### src/rtl/cellrv32_uart_tx.sv
// UART transmit engine: pops words from an upstream FIFO and serialises start/data/[parity]/stop.
// Optional even-parity bit is compiled in only when CELLRV32_UART_TX_PARITY_EN is defined.
module cellrv32_uart_tx #(
    parameter int DATA_BITS = 8,
    parameter int PRSC_W    = 12
) (
    input  logic                 clk_i,
    input  logic                 rstn_i,
    input  logic                 en_i,
    input  logic [PRSC_W-1:0]    baud_div_i,
    input  logic                 parity_en_i,
    input  logic                 fifo_avail_i,
    input  logic [DATA_BITS-1:0] fifo_rdata_i,
    output logic                 fifo_re_o,
    output logic                 txd_o,
    output logic                 busy_o,
    output logic                 done_o
);

    localparam int CNT_W = (DATA_BITS > 1) ? $clog2(DATA_BITS) : 1;
    localparam logic [CNT_W-1:0] LAST_BIT = CNT_W'(DATA_BITS - 1);

    typedef enum logic [2:0] {
        S_IDLE,
        S_START,
        S_DATA,
`ifdef CELLRV32_UART_TX_PARITY_EN
        S_PARITY,
`endif
        S_STOP
    } state_t;

    state_t               state_q, state_d;
    logic [PRSC_W-1:0]    baud_cnt_q, baud_cnt_d;
    logic [PRSC_W-1:0]    div_q, div_d;
    logic [CNT_W-1:0]     bit_cnt_q, bit_cnt_d;
    logic [DATA_BITS-1:0] shreg_q, shreg_d;
    logic                 txd_q, txd_d;
    logic                 done_q, done_d;
    logic                 pop;
    logic                 bit_end;

`ifdef CELLRV32_UART_TX_PARITY_EN
    logic par_q, par_d;
    logic par_en_q, par_en_d;
`else
    logic unused_parity_en;
    assign unused_parity_en = parity_en_i;
`endif

    assign bit_end = (baud_cnt_q == div_q);

    // NOTE: every signal gets its default before the case so no path leaves one unassigned (no latches).
    always_comb begin
        state_d    = state_q;
        baud_cnt_d = bit_end ? '0 : baud_cnt_q + PRSC_W'(1);
        div_d      = div_q;
        bit_cnt_d  = bit_cnt_q;
        shreg_d    = shreg_q;
        txd_d      = txd_q;
        done_d     = 1'b0;
        pop        = 1'b0;
`ifdef CELLRV32_UART_TX_PARITY_EN
        par_d      = par_q;
        par_en_d   = par_en_q;
`endif

        case (state_q)
            S_IDLE: begin
                baud_cnt_d = '0;
                bit_cnt_d  = '0;
                txd_d      = 1'b1;
                if (en_i && fifo_avail_i) begin
                    pop     = 1'b1;
                    shreg_d = fifo_rdata_i;
                    div_d   = baud_div_i;
                    txd_d   = 1'b0;
                    state_d = S_START;
`ifdef CELLRV32_UART_TX_PARITY_EN
                    par_d    = ^fifo_rdata_i;
                    par_en_d = parity_en_i;
`endif
                end
            end
            S_START: begin
                if (bit_end) begin
                    txd_d   = shreg_q[0];
                    shreg_d = shreg_q >> 1;
                    state_d = S_DATA;
                end
            end
            S_DATA: begin
                if (bit_end) begin
                    if (bit_cnt_q == LAST_BIT) begin
                        bit_cnt_d = '0;
`ifdef CELLRV32_UART_TX_PARITY_EN
                        if (par_en_q) begin
                            txd_d   = par_q;
                            state_d = S_PARITY;
                        end else begin
                            txd_d   = 1'b1;
                            state_d = S_STOP;
                        end
`else
                        txd_d   = 1'b1;
                        state_d = S_STOP;
`endif
                    end else begin
                        bit_cnt_d = bit_cnt_q + CNT_W'(1);
                        txd_d     = shreg_q[0];
                        shreg_d   = shreg_q >> 1;
                    end
                end
            end
`ifdef CELLRV32_UART_TX_PARITY_EN
            S_PARITY: begin
                if (bit_end) begin
                    txd_d   = 1'b1;
                    state_d = S_STOP;
                end
            end
`endif
            S_STOP: begin
                if (bit_end) begin
                    txd_d   = 1'b1;
                    done_d  = 1'b1;
                    state_d = S_IDLE;
                end
            end
            default: begin
                state_d = S_IDLE;
                txd_d   = 1'b1;
            end
        endcase

        // Disabling the engine drops the current word and returns the line to idle.
        if (!en_i) begin
            state_d    = S_IDLE;
            txd_d      = 1'b1;
            done_d     = 1'b0;
            pop        = 1'b0;
            baud_cnt_d = '0;
            bit_cnt_d  = '0;
        end
    end

    // NOTE: sequential state uses non-blocking assignments so all flops update from pre-edge values.
    always_ff @(posedge clk_i) begin
        if (!rstn_i) begin
            state_q    <= S_IDLE;
            baud_cnt_q <= '0;
            div_q      <= '0;
            bit_cnt_q  <= '0;
            txd_q      <= 1'b1;
            done_q     <= 1'b0;
`ifdef CELLRV32_UART_TX_PARITY_EN
            par_q      <= 1'b0;
            par_en_q   <= 1'b0;
`endif
        end else begin
            state_q    <= state_d;
            baud_cnt_q <= baud_cnt_d;
            div_q      <= div_d;
            bit_cnt_q  <= bit_cnt_d;
            txd_q      <= txd_d;
            done_q     <= done_d;
`ifdef CELLRV32_UART_TX_PARITY_EN
            par_q      <= par_d;
            par_en_q   <= par_en_d;
`endif
        end
    end

    // NOTE: the data shift register carries no reset; it is always reloaded at pop before use.
    always_ff @(posedge clk_i) begin
        shreg_q <= shreg_d;
    end

    assign fifo_re_o = pop && rstn_i;
    assign txd_o     = txd_q;
    assign busy_o    = (state_q != S_IDLE);
    assign done_o    = done_q;

endmodule
### config.mk
export PLATFORM = sky130hd
export DESIGN_NAME = cellrv32_uart_tx
export DESIGN_NICKNAME = d
export VERILOG_FILES = /design/src/rtl/cellrv32_uart_tx.sv
export SDC_FILE = /design/constraint.sdc
export NUM_CORES = 1
export LEC_CHECK = 0
export ABC_CLOCK_PERIOD_IN_PS = 2400
export BUFFER_PORTS_ARGS = -buffer_cell sky130_fd_sc_hd__buf_2
export CORE_MARGIN = 8
export CORE_UTILIZATION = 50
export CTS_CLUSTER_SIZE = 30
export DETAILED_ROUTE_END_ITERATION = 8
export PLACE_DENSITY = 0.79
export SKIP_CTS_REPAIR_TIMING = 1
export SYNTH_ARGS = -nofsm -noshare
export SYNTH_HDL_FRONTEND = slang
export SYNTH_SLANG_ARGS = --single-unit
### constraint.sdc
create_clock -name clk_i -period 2.4 [get_ports clk_i]
set_input_delay 0.12 -clock clk_i [delete_from_list [all_inputs] [get_ports clk_i]]
set_output_delay 0.12 -clock clk_i [all_outputs]
set_load 0.02 [all_outputs]
==> flow_summary.toml, run 1 <==
[status]
status = "completed"

[layout]
layout.nets = 258
nFillCells = 338
drive_above_1_share = 0.2257
final_core_util = 0.5992
syn_to_final_growth_pct = 15.46
diodes = 0

[timing]
whs_ns = 0.06742
final.setup_skew_ns = 0.005377
period_share = 0.8494
rsz0062_at_grt = "no"
fmax_mhz = 490.5
finalHoldViolations = 0
setup_violations = 0
max-slew-margin-rel = 0.6729
final_max_slew_viol_count = 0
layout_min_cycle_time_ns = 2.039
tns_ns = 0
worst_slack_ns = 0.3614
worst_slew_pin_slew_ns = 0.4907

[logic_synthesis]
synth_largest_area_cell = "dfxtp_1"
ys_warn_count = 0
synthArstFlopShare = 0
synth_common_cells = "nand2_1, dfxtp_1, xor2_1"
synth_area_per_cell_um2 = 9.620
netlist_top_cells_area = "dfxtp_1, edfxtp_1, xor2_1"
yosysMostFrequentCell = "nand2_1"
synth_flop_cell = "dfxtp_1"
ys_seq_area_frac = 0.4565
synth_cells = 196
synth_top_area_share = 0.3291
syn_area_um2 = 1886
synth.net_count = 229
synth_edf_count = 8
synth_cell_types = 33
ys_ff_latch = 39

[route]
drc = 0
drt_pass1_iterations = 7
drt_iter0_drc = 76
ant_nets = 0
via_count = 1410
via_per_inst = 5.146
wl_per_cell_um = 13.38
drt_wl_total_um = 3667

[hold_path]
hold_path_class = "input pin to flop"

[critical_path]
path_cells = "inv_1, ha_1, and3_1, and2_1, buf_2"
max_stage_delay_ns = 0.51
slowest_stage = "and3_1"
crit_type = "flop to primary output"
crit_path_start_kind = "flop"
crit_fanout = 13
arrival_ns = 1.92
crit_required_ns = 2.28
crit_path_end_kind = "primary output"

[power_and_ir_drop]
p_leak_nw = 0.9080
cellPowerDensity_nw_per_um2 = 648.0
ir_worst_vdd_mv = 0.5139

[floorplanning]
core_area_um2 = 3633
start_util = 0.5189
dieArea_um2 = 5992
ioPinCount = 29
rows = 22
die_y_um = 77.41
die_w_um = 77.41

[clock_tree]
clockBufferDepth = 2
clk_pin_slew_worst_paths_ns = 0.08
clock-root-buffer = "clkbuf_8"
worst_skew_pair.late_latency_ns = 0.29
cts_num_sinks = 39
cts_buffers = 5
h-tree-depth = 2
cts_tree = "built"

[global_route]
grt_overflow = 0
grt_usage = 0.1295
grt_start_max_net_pins = 16
antenna_found_initial = 0
grt_pass1_wl_um = 6292
grt_pass1_vias = 1359

[placement]
dp_hpwl_um = 2686
routabilityCongestion = 0.8196
dp_slack_ns = 0.3933
portBuffers = 27

[job]
max_cap_violations = 0
==> layer usage <==
layer  share of wire  vias to the layer above  wire (um)  GRT usage
met3           0.036                        4        133    0.03687
li1                -                      733          -          -
met2            0.46                       23       1685     0.2022
met1            0.49                      650       1784     0.1593
met5               0                        -          0          0
met4           0.017                        0         63    0.06604
==> cells by family (layout without fill, tap and decap cells) <==
| family | count (synthesis) | in the layout | synth area share |
|---|---|---|---|
| simple gates | 85 | 85 | 0.2269 |
| flops | 39 | 39 | 0.4565 |
| compound gates | 23 | 23 | 0.08360 |
| xor+xnor | 22 | 22 | 0.1022 |
| mux | 10 | 10 | 0.05906 |
| buf+inv | 9 | 39 | 0.01858 |
| fa+ha+maj | 8 | 8 | 0.05309 |
==> registers in the layout, summed over array words and instances (netlist names) <==
| name | cells |
|---|---|
| done_o | 1 |
| bit_cnt_q | 3 |
| txd_o | 1 |
| div_q | 12 |
| state_q | 2 |
| shreg_q | 8 |
| baud_cnt_q | 12 |
==> final timing paths <==
check / end / cells past startpoint / from / slack (ns)
worst max-delay path: fifo_re_o / 5 / state_q[1] / 0.36
worst min-delay path: div_q[10] / 3 / baud_div_i[10] / 0.07
worst max register to register: state_q[0] / 6 / state_q[0] / 0.37
worst min register to register: bit_cnt_q[1] / 2 / bit_cnt_q[1] / 0.47
==> cell usage in the layout (no fill, tap or decap), drive strengths merged, types with 2 or more instances in the layout <==
master / count
a21boi: 13
a21oi: 4
a31oi: 2
and3: 5
and4: 3
buf: 28
clkbuf: 5
clkinv: 2
dfxtp: 31
edfxtp: 8
ha: 8
inv: 3
mux2: 9
nand2: 37
nand3: 9
nor2: 18
nor2b: 2
nor3: 2
nor4: 4
o31ai: 2
xnor2: 3
xor2: 19
==> report_power, final <==
part | internal [mW] | total (mW) | switching, mW
registers | 0.700 | 0.713 | 0.0130
clock network | 0.309 | 0.541 | 0.231
logic | 0.0685 | 0.157 | 0.0888
==> stage by stage <==
stage,instance area [um2],power [mW],std cells
finish,2177,1.411,274
global placement,2064,0.8781,266
CTS,2177,1.422,274
detailed placement,2064,0.8849,266
floorplan,1886,0.8295,196
global route,2177,1.466,274
==> critical path, delay by kind of cell (launching register included) <==
family                     cells  cell delay [ns]
adders and majority gates      1             0.30
buffers and inverters          2             0.28
DFF                            1             0.35
and+or+nand+nor                2             0.70
==> area by class of cell <==
type / instances / area [um2] / share of cell area
timing repair buffer: 28 / 142.6 / 0.06552
multi-input combinational: 148 / 989.7 / 0.4546
clock buffer: 5 / 68.82 / 0.03161
clock inverter: 3 / 43.79 / 0.02011
sequential: 39 / 860.8 / 0.3954
tap: 48 / 60.06 / 0.02759
inverter: 3 / 11.26 / 0.005172
(Power assumes the default switching activity.)
==> inputs of run 2 (changes only) <==
--- a/config.mk
+++ b/config.mk
@@ -5,7 +5,7 @@
 export SDC_FILE = /design/constraint.sdc
 export NUM_CORES = 1
 export LEC_CHECK = 0
-export ABC_CLOCK_PERIOD_IN_PS = 2400
+export ABC_CLOCK_PERIOD_IN_PS = 1890
 export BUFFER_PORTS_ARGS = -buffer_cell sky130_fd_sc_hd__buf_2
 export CORE_MARGIN = 8
 export CORE_UTILIZATION = 50
==> constraint.sdc (replaced) <==
create_clock -name clk_i -period 1.89 [get_ports clk_i]
set_input_delay 0.0945 -clock clk_i [delete_from_list [all_inputs] [get_ports clk_i]]
set_output_delay 0.0945 -clock clk_i [all_outputs]
set_load 0.02 [all_outputs]
==> run 2 against run 1 <==
Clock skew grew 0.0028 ns. Die area unchanged. Clock power rose by 7.0%. Sequential cell count stayed put. Largest power group unchanged. Largest cell class unchanged. Hold slack lost 0.014 ns. Critical path depth is 2 higher. Critical endpoint is now state_q[1]. Combinational power rose by 60%. Power up 23%. Utilization increased by 3.0 points. Sequential share of layout area fell by 1.7 points. Non-clock buffer count up 14.
==> flow_summary.toml, run 2 (synthesized netlist as in run 1, its figures left out) <==
[status]
status = "completed"

[global_route]
grt_pass1_wl_um = 6658
grt_pass1_vias = 1498
grt_usage = 0.1377
grt_start_max_net_pins = 16
grt_overflow = 0
antenna_found_initial = 0

[clock_tree]
clockBufferDepth = 2
cts_num_sinks = 39
cts_tree = "built"
cts_buffers = 5
clock-root-buffer = "clkbuf_8"
clk_pin_slew_worst_paths_ns = 0.07
h-tree-depth = 2
worst_skew_pair.late_latency_ns = 0.30

[layout]
multi_input_area_um2 = 994.7
final_common_cell = "nand2_1"
largestRegisters = "baud_cnt_q: 12 flops, div_q: 12 flops, shreg_q: 8 flops"
final_cells = 288
drive_above_1_share = 0.2875
seq_area_um2 = 865.8
layout.nets = 272
syn_to_final_growth_pct = 21.30
stdcell_area_um2 = 2287
nFillCells = 320
final_cell_mix = "nand2_1, dfxtp_1, buf_2, xor2_1, nor2_1"
diodes = 0

[timing]
rsz0062_at_grt = "no"
period_share = 0.9542
worst_slew_pin_slew_ns = 0.4693
setup_violations = 0
max-slew-margin-rel = 0.6862
finalHoldViolations = 0
fmax_mhz = 554.5
final_max_slew_viol_count = 0
worst_slack_ns = 0.08654
layout_min_cycle_time_ns = 1.803
final.setup_skew_ns = 0.008131

[critical_path]
crit_path_start_kind = "flop"
max_stage_delay_ns = 0.51
crit_path_end_kind = "flop"
crit_required_ns = 2.09
arrival_ns = 2.01
crit_fanout = 5
critPathTopFamily = "simple AND/OR/NAND/NOR gates"
crit_buf_inv = 2
path_common_cell = "buf_4"
crit_type = "flop to flop"
path_cells = "xor2_1, nor4_2, buf_4, buf_4, a21oi_1, or4b_1, o31ai_1"
slowest_stage = "or4b_1"
cp.depth = 7
worst-r2r-cell-count = 7

[power_and_ir_drop]
p_comb_frac = 0.144
ir_worst_vdd_mv = 0.4730
netSwitchingFraction = 0.2452
switchingPower_mw = 0.4253
p_leak_nw = 0.9760
cellPowerDensity_nw_per_um2 = 758.3
power_frac_seq = 0.522
intPower_mw = 1.309
clkPwrFrac = 0.334

[job]
max_cap_violations = 0

[hold_path]
hold_path_class = "input pin to flop"
holdPathStages = 3

[route]
ant_nets = 0
drc = 0
drt_pass1_iterations = 4
via_per_inst = 5.219
via_count = 1503
drt_iter0_drc = 129
wl_per_cell_um = 13.61
drt_wl_total_um = 3921

[placement]
portBuffers = 27
dp_slack_ns = 0.003535
dp_hpwl_um = 2770
place_area_um2 = 2160
routabilityCongestion = 0.8461
dpl.cell_count = 277

[floorplanning]
start_util = 0.5189
die_y_um = 77.41
core_area_um2 = 3633
dieArea_um2 = 5992
die_w_um = 77.41
rows = 22
ioPinCount = 29
run 2: through the flow:
step	hold WS (ns)	TNS, ns	util	total power [mW]
after floorplan	0.2330	0	-	1.053
after global placement	0.3450	0	0.5944	1.148
after detailed placement	0.3564	0	0.5944	1.158
after CTS	0.04580	-0.01531	0.6195	1.728
after global routing	0.06581	0	0.6295	1.810
final	0.05307	0	0.6295	1.734
run 2: cell type report:
cell class,count,area share
clock buffer,7,0.03775
clock inverter,1,0.002188
inverter,3,0.004923
multi-input combinational,148,0.4349
sequential,39,0.3786
tap,48,0.02626
timing repair buffer,42,0.1154
run 2: worst paths after layout:
check                     start      endpoint  slack [ns]
hold reg to reg    bit_cnt_q[1]  bit_cnt_q[1]        0.47
setup reg to reg  baud_cnt_q[7]    state_q[1]        0.09
hold / removal    baud_div_i[3]      div_q[3]        0.05
setup / recovery  baud_cnt_q[7]    state_q[1]        0.09
run 2: power groups by stage:
| stage | Combinational (mW) | Clock, mW | Sequential (mW) |
|---|---|---|---|
| 5_1_grt | 0.277 | 0.625 | 0.908 |
| 3_5_place_dp | 0.233 | 0 | 0.925 |
| 4_1_cts | 0.236 | 0.587 | 0.905 |
| 2_1_floorplan | 0.132 | 0 | 0.921 |
| 6_report | 0.251 | 0.579 | 0.905 |
| 3_3_place_gp | 0.226 | 0 | 0.922 |
run 2: routing by layer:
metal	part of all wire	GRT usage	up-vias
li1	-	-	753
met1	0.46	0.1655	718
met2	0.49	0.2165	30
met3	0.043	0.02650	2
met4	0.011	0.09811	0
met5	0	0	-
run 2: worst register-to-register path, stage by stage (launching register included):
cell and delay [ns]:
dfxtp_2 0.35, xor2_1 0.16, nor4_2 0.27, buf_4 0.16, buf_4 0.10, a21oi_1 0.08
or4b_1 0.51, o31ai_1 0.07
==> inputs of run 3 (changes only) <==
--- a/config.mk
+++ b/config.mk
@@ -8,10 +8,10 @@
 export ABC_CLOCK_PERIOD_IN_PS = 1890
 export BUFFER_PORTS_ARGS = -buffer_cell sky130_fd_sc_hd__buf_2
 export CORE_MARGIN = 8
-export CORE_UTILIZATION = 50
+export CORE_UTILIZATION = 56
 export CTS_CLUSTER_SIZE = 30
 export DETAILED_ROUTE_END_ITERATION = 8
-export PLACE_DENSITY = 0.79
+export PLACE_DENSITY_LB_ADDON = 0.12
 export SKIP_CTS_REPAIR_TIMING = 1
 export SYNTH_ARGS = -nofsm -noshare
 export SYNTH_HDL_FRONTEND = slang
==> run 3 against run 2 <==
The run now ends with negative hold slack left. Via count increased by 0.27%. Power decreased by 9.0%. First-iteration DRC count decreased by 16%. Register-to-register slack about the same. Wire length increased by 6.4%. Sequential share of layout area decreased by 0.82 points. Critical path depth decreased by 1. Sequential power about the same. Non-clock buffer count increased by 7. Largest power group unchanged.
==> flow_summary.toml, run 3 (synthesized netlist as in run 1, its figures left out) <==
[status]
status = "finished with violations"
violations = "negative hold slack"

[power_and_ir_drop]
ir_worst_vdd_mv = 0.5595
p_leak_nw = 0.9865
p_total_mw = 1.579
cellPowerDensity_nw_per_um2 = 674.4

[timing]
final_max_slew_viol_count = 0
fmax_mhz = 550.8
whs_ns = -0.004183
final.setup_skew_ns = 0.004378
worst_slew_pin_slew_ns = 0.4682
layout_min_cycle_time_ns = 1.815
period_share = 0.9605
finalHoldViolations = 1
rsz0062_at_grt = "yes"
max-slew-margin-rel = 0.6851
setup_violations = 0
tns_ns = 0

[global_route]
antenna_found_initial = 0
grt_pass1_wl_um = 6858
grt_overflow = 0
grt_pass1_vias = 1570
grt_start_max_net_pins = 16
grt_usage = 0.1634

[clock_tree]
cts_tree = "built"
clockBufferDepth = 2
clk_pin_slew_worst_paths_ns = 0.11
cts_buffers = 5
worst_skew_pair.late_latency_ns = 0.35
h-tree-depth = 2
cts_num_sinks = 39
clock-root-buffer = "clkbuf_4"

[critical_path]
crit_fanout = 8
crit_path_start_kind = "flop"
crit_required_ns = 1.97
crit_path_end_kind = "flop"
arrival_ns = 1.90
timing.rr.start = "div_q[9]"
worstSetupStartpoint = "div_q[9]"
crit_type = "flop to flop"

[route]
via_per_inst = 5.143
drt_iter0_drc = 109
drt_wl_total_um = 4171
drt_pass1_iterations = 4
via_count = 1507
wl_per_cell_um = 14.24
drc = 0
ant_nets = 0

[layout]
drive_above_1_share = 0.2874
nFillCells = 252
largestRegisters = "baud_cnt_q: 12 flops, div_q: 12 flops, shreg_q: 8 flops"
syn_to_final_growth_pct = 24.15
diodes = 0
final_common_cell = "nand2_1"
final_cell_mix = "nand2_1, dfxtp_1, buf_2, xor2_1, nor2_1"
layout.nets = 279
final_cells = 293

[floorplanning]
core_area_um2 = 3284
rows = 21
die_y_um = 74.03
dieArea_um2 = 5480
die_w_um = 74.03
start_util = 0.5741
ioPinCount = 29

[hold_path]
hold_path_class = "input pin to flop"
hold_start = "baud_div_i[1]"

[placement]
routabilityCongestion = 0.9248
dpl.cell_count = 274
dp_hpwl_um = 3061
portBuffers = 27

[job]
max_cap_violations = 0
-- run 3: cell type report --
type	count	area, um2	area share
flip-flops and latches	39	867.1	0.3704
repair buffers	49	335.3	0.1432
clock inverters	1	5.005	0.002138
well taps	46	57.56	0.02459
multi-input cells	148	1020	0.4356
inverters	3	11.26	0.004810
clock buffers	7	45.04	0.01924
-- run 3: final timing paths --
path / endpoint / slack (ns) / cells past startpoint
max: shreg_q[2] / 0.07 / 6
min: div_q[1] / -0.004 / 3
max reg2reg: shreg_q[2] / 0.07 / 6
min reg2reg: bit_cnt_q[2] / 0.49 / 2
-- run 3: layer usage --
metal,share of wire,up-vias,track usage
li1,-,768,-
met1,0.39,701,0.1734
met2,0.55,29,0.2900
met3,0.042,9,0.05930
met4,0.018,0,0.05543
met5,0,-,0
-- run 3: where the power goes --
part	internal [mW]	switching [mW]
registers	0.888	0.0184
logic	0.136	0.131
clock network	0.145	0.261
-- run 3: worst max-delay path, stage by stage, from the launching register on --
cell and delay [ns]:
dfxtp_1 0.34, xor2_1 0.18, nor4_4 0.46, nand3_4 0.15, nand2_1 0.10, and3_4 0.20, buf_12 0.12
-- run 3: stage by stage --
| stage | utilization | hold WS, ns | worst slack (ns) | area (um2) |
|---|---|---|---|---|
| finish | 0.7128 | -0.004183 | 0.07458 | 2341 |
| global route | 0.7128 | 0.001437 | -0.01095 | 2341 |
| CTS | 0.6697 | -0.01542 | -0.02363 | 2200 |
| detailed placement | 0.6545 | 0.3534 | 0.008128 | 2150 |
| global placement | 0.6545 | 0.3442 | 0.08175 | 2150 |
| floorplan | - | 0.2330 | 0.1293 | 1886 |
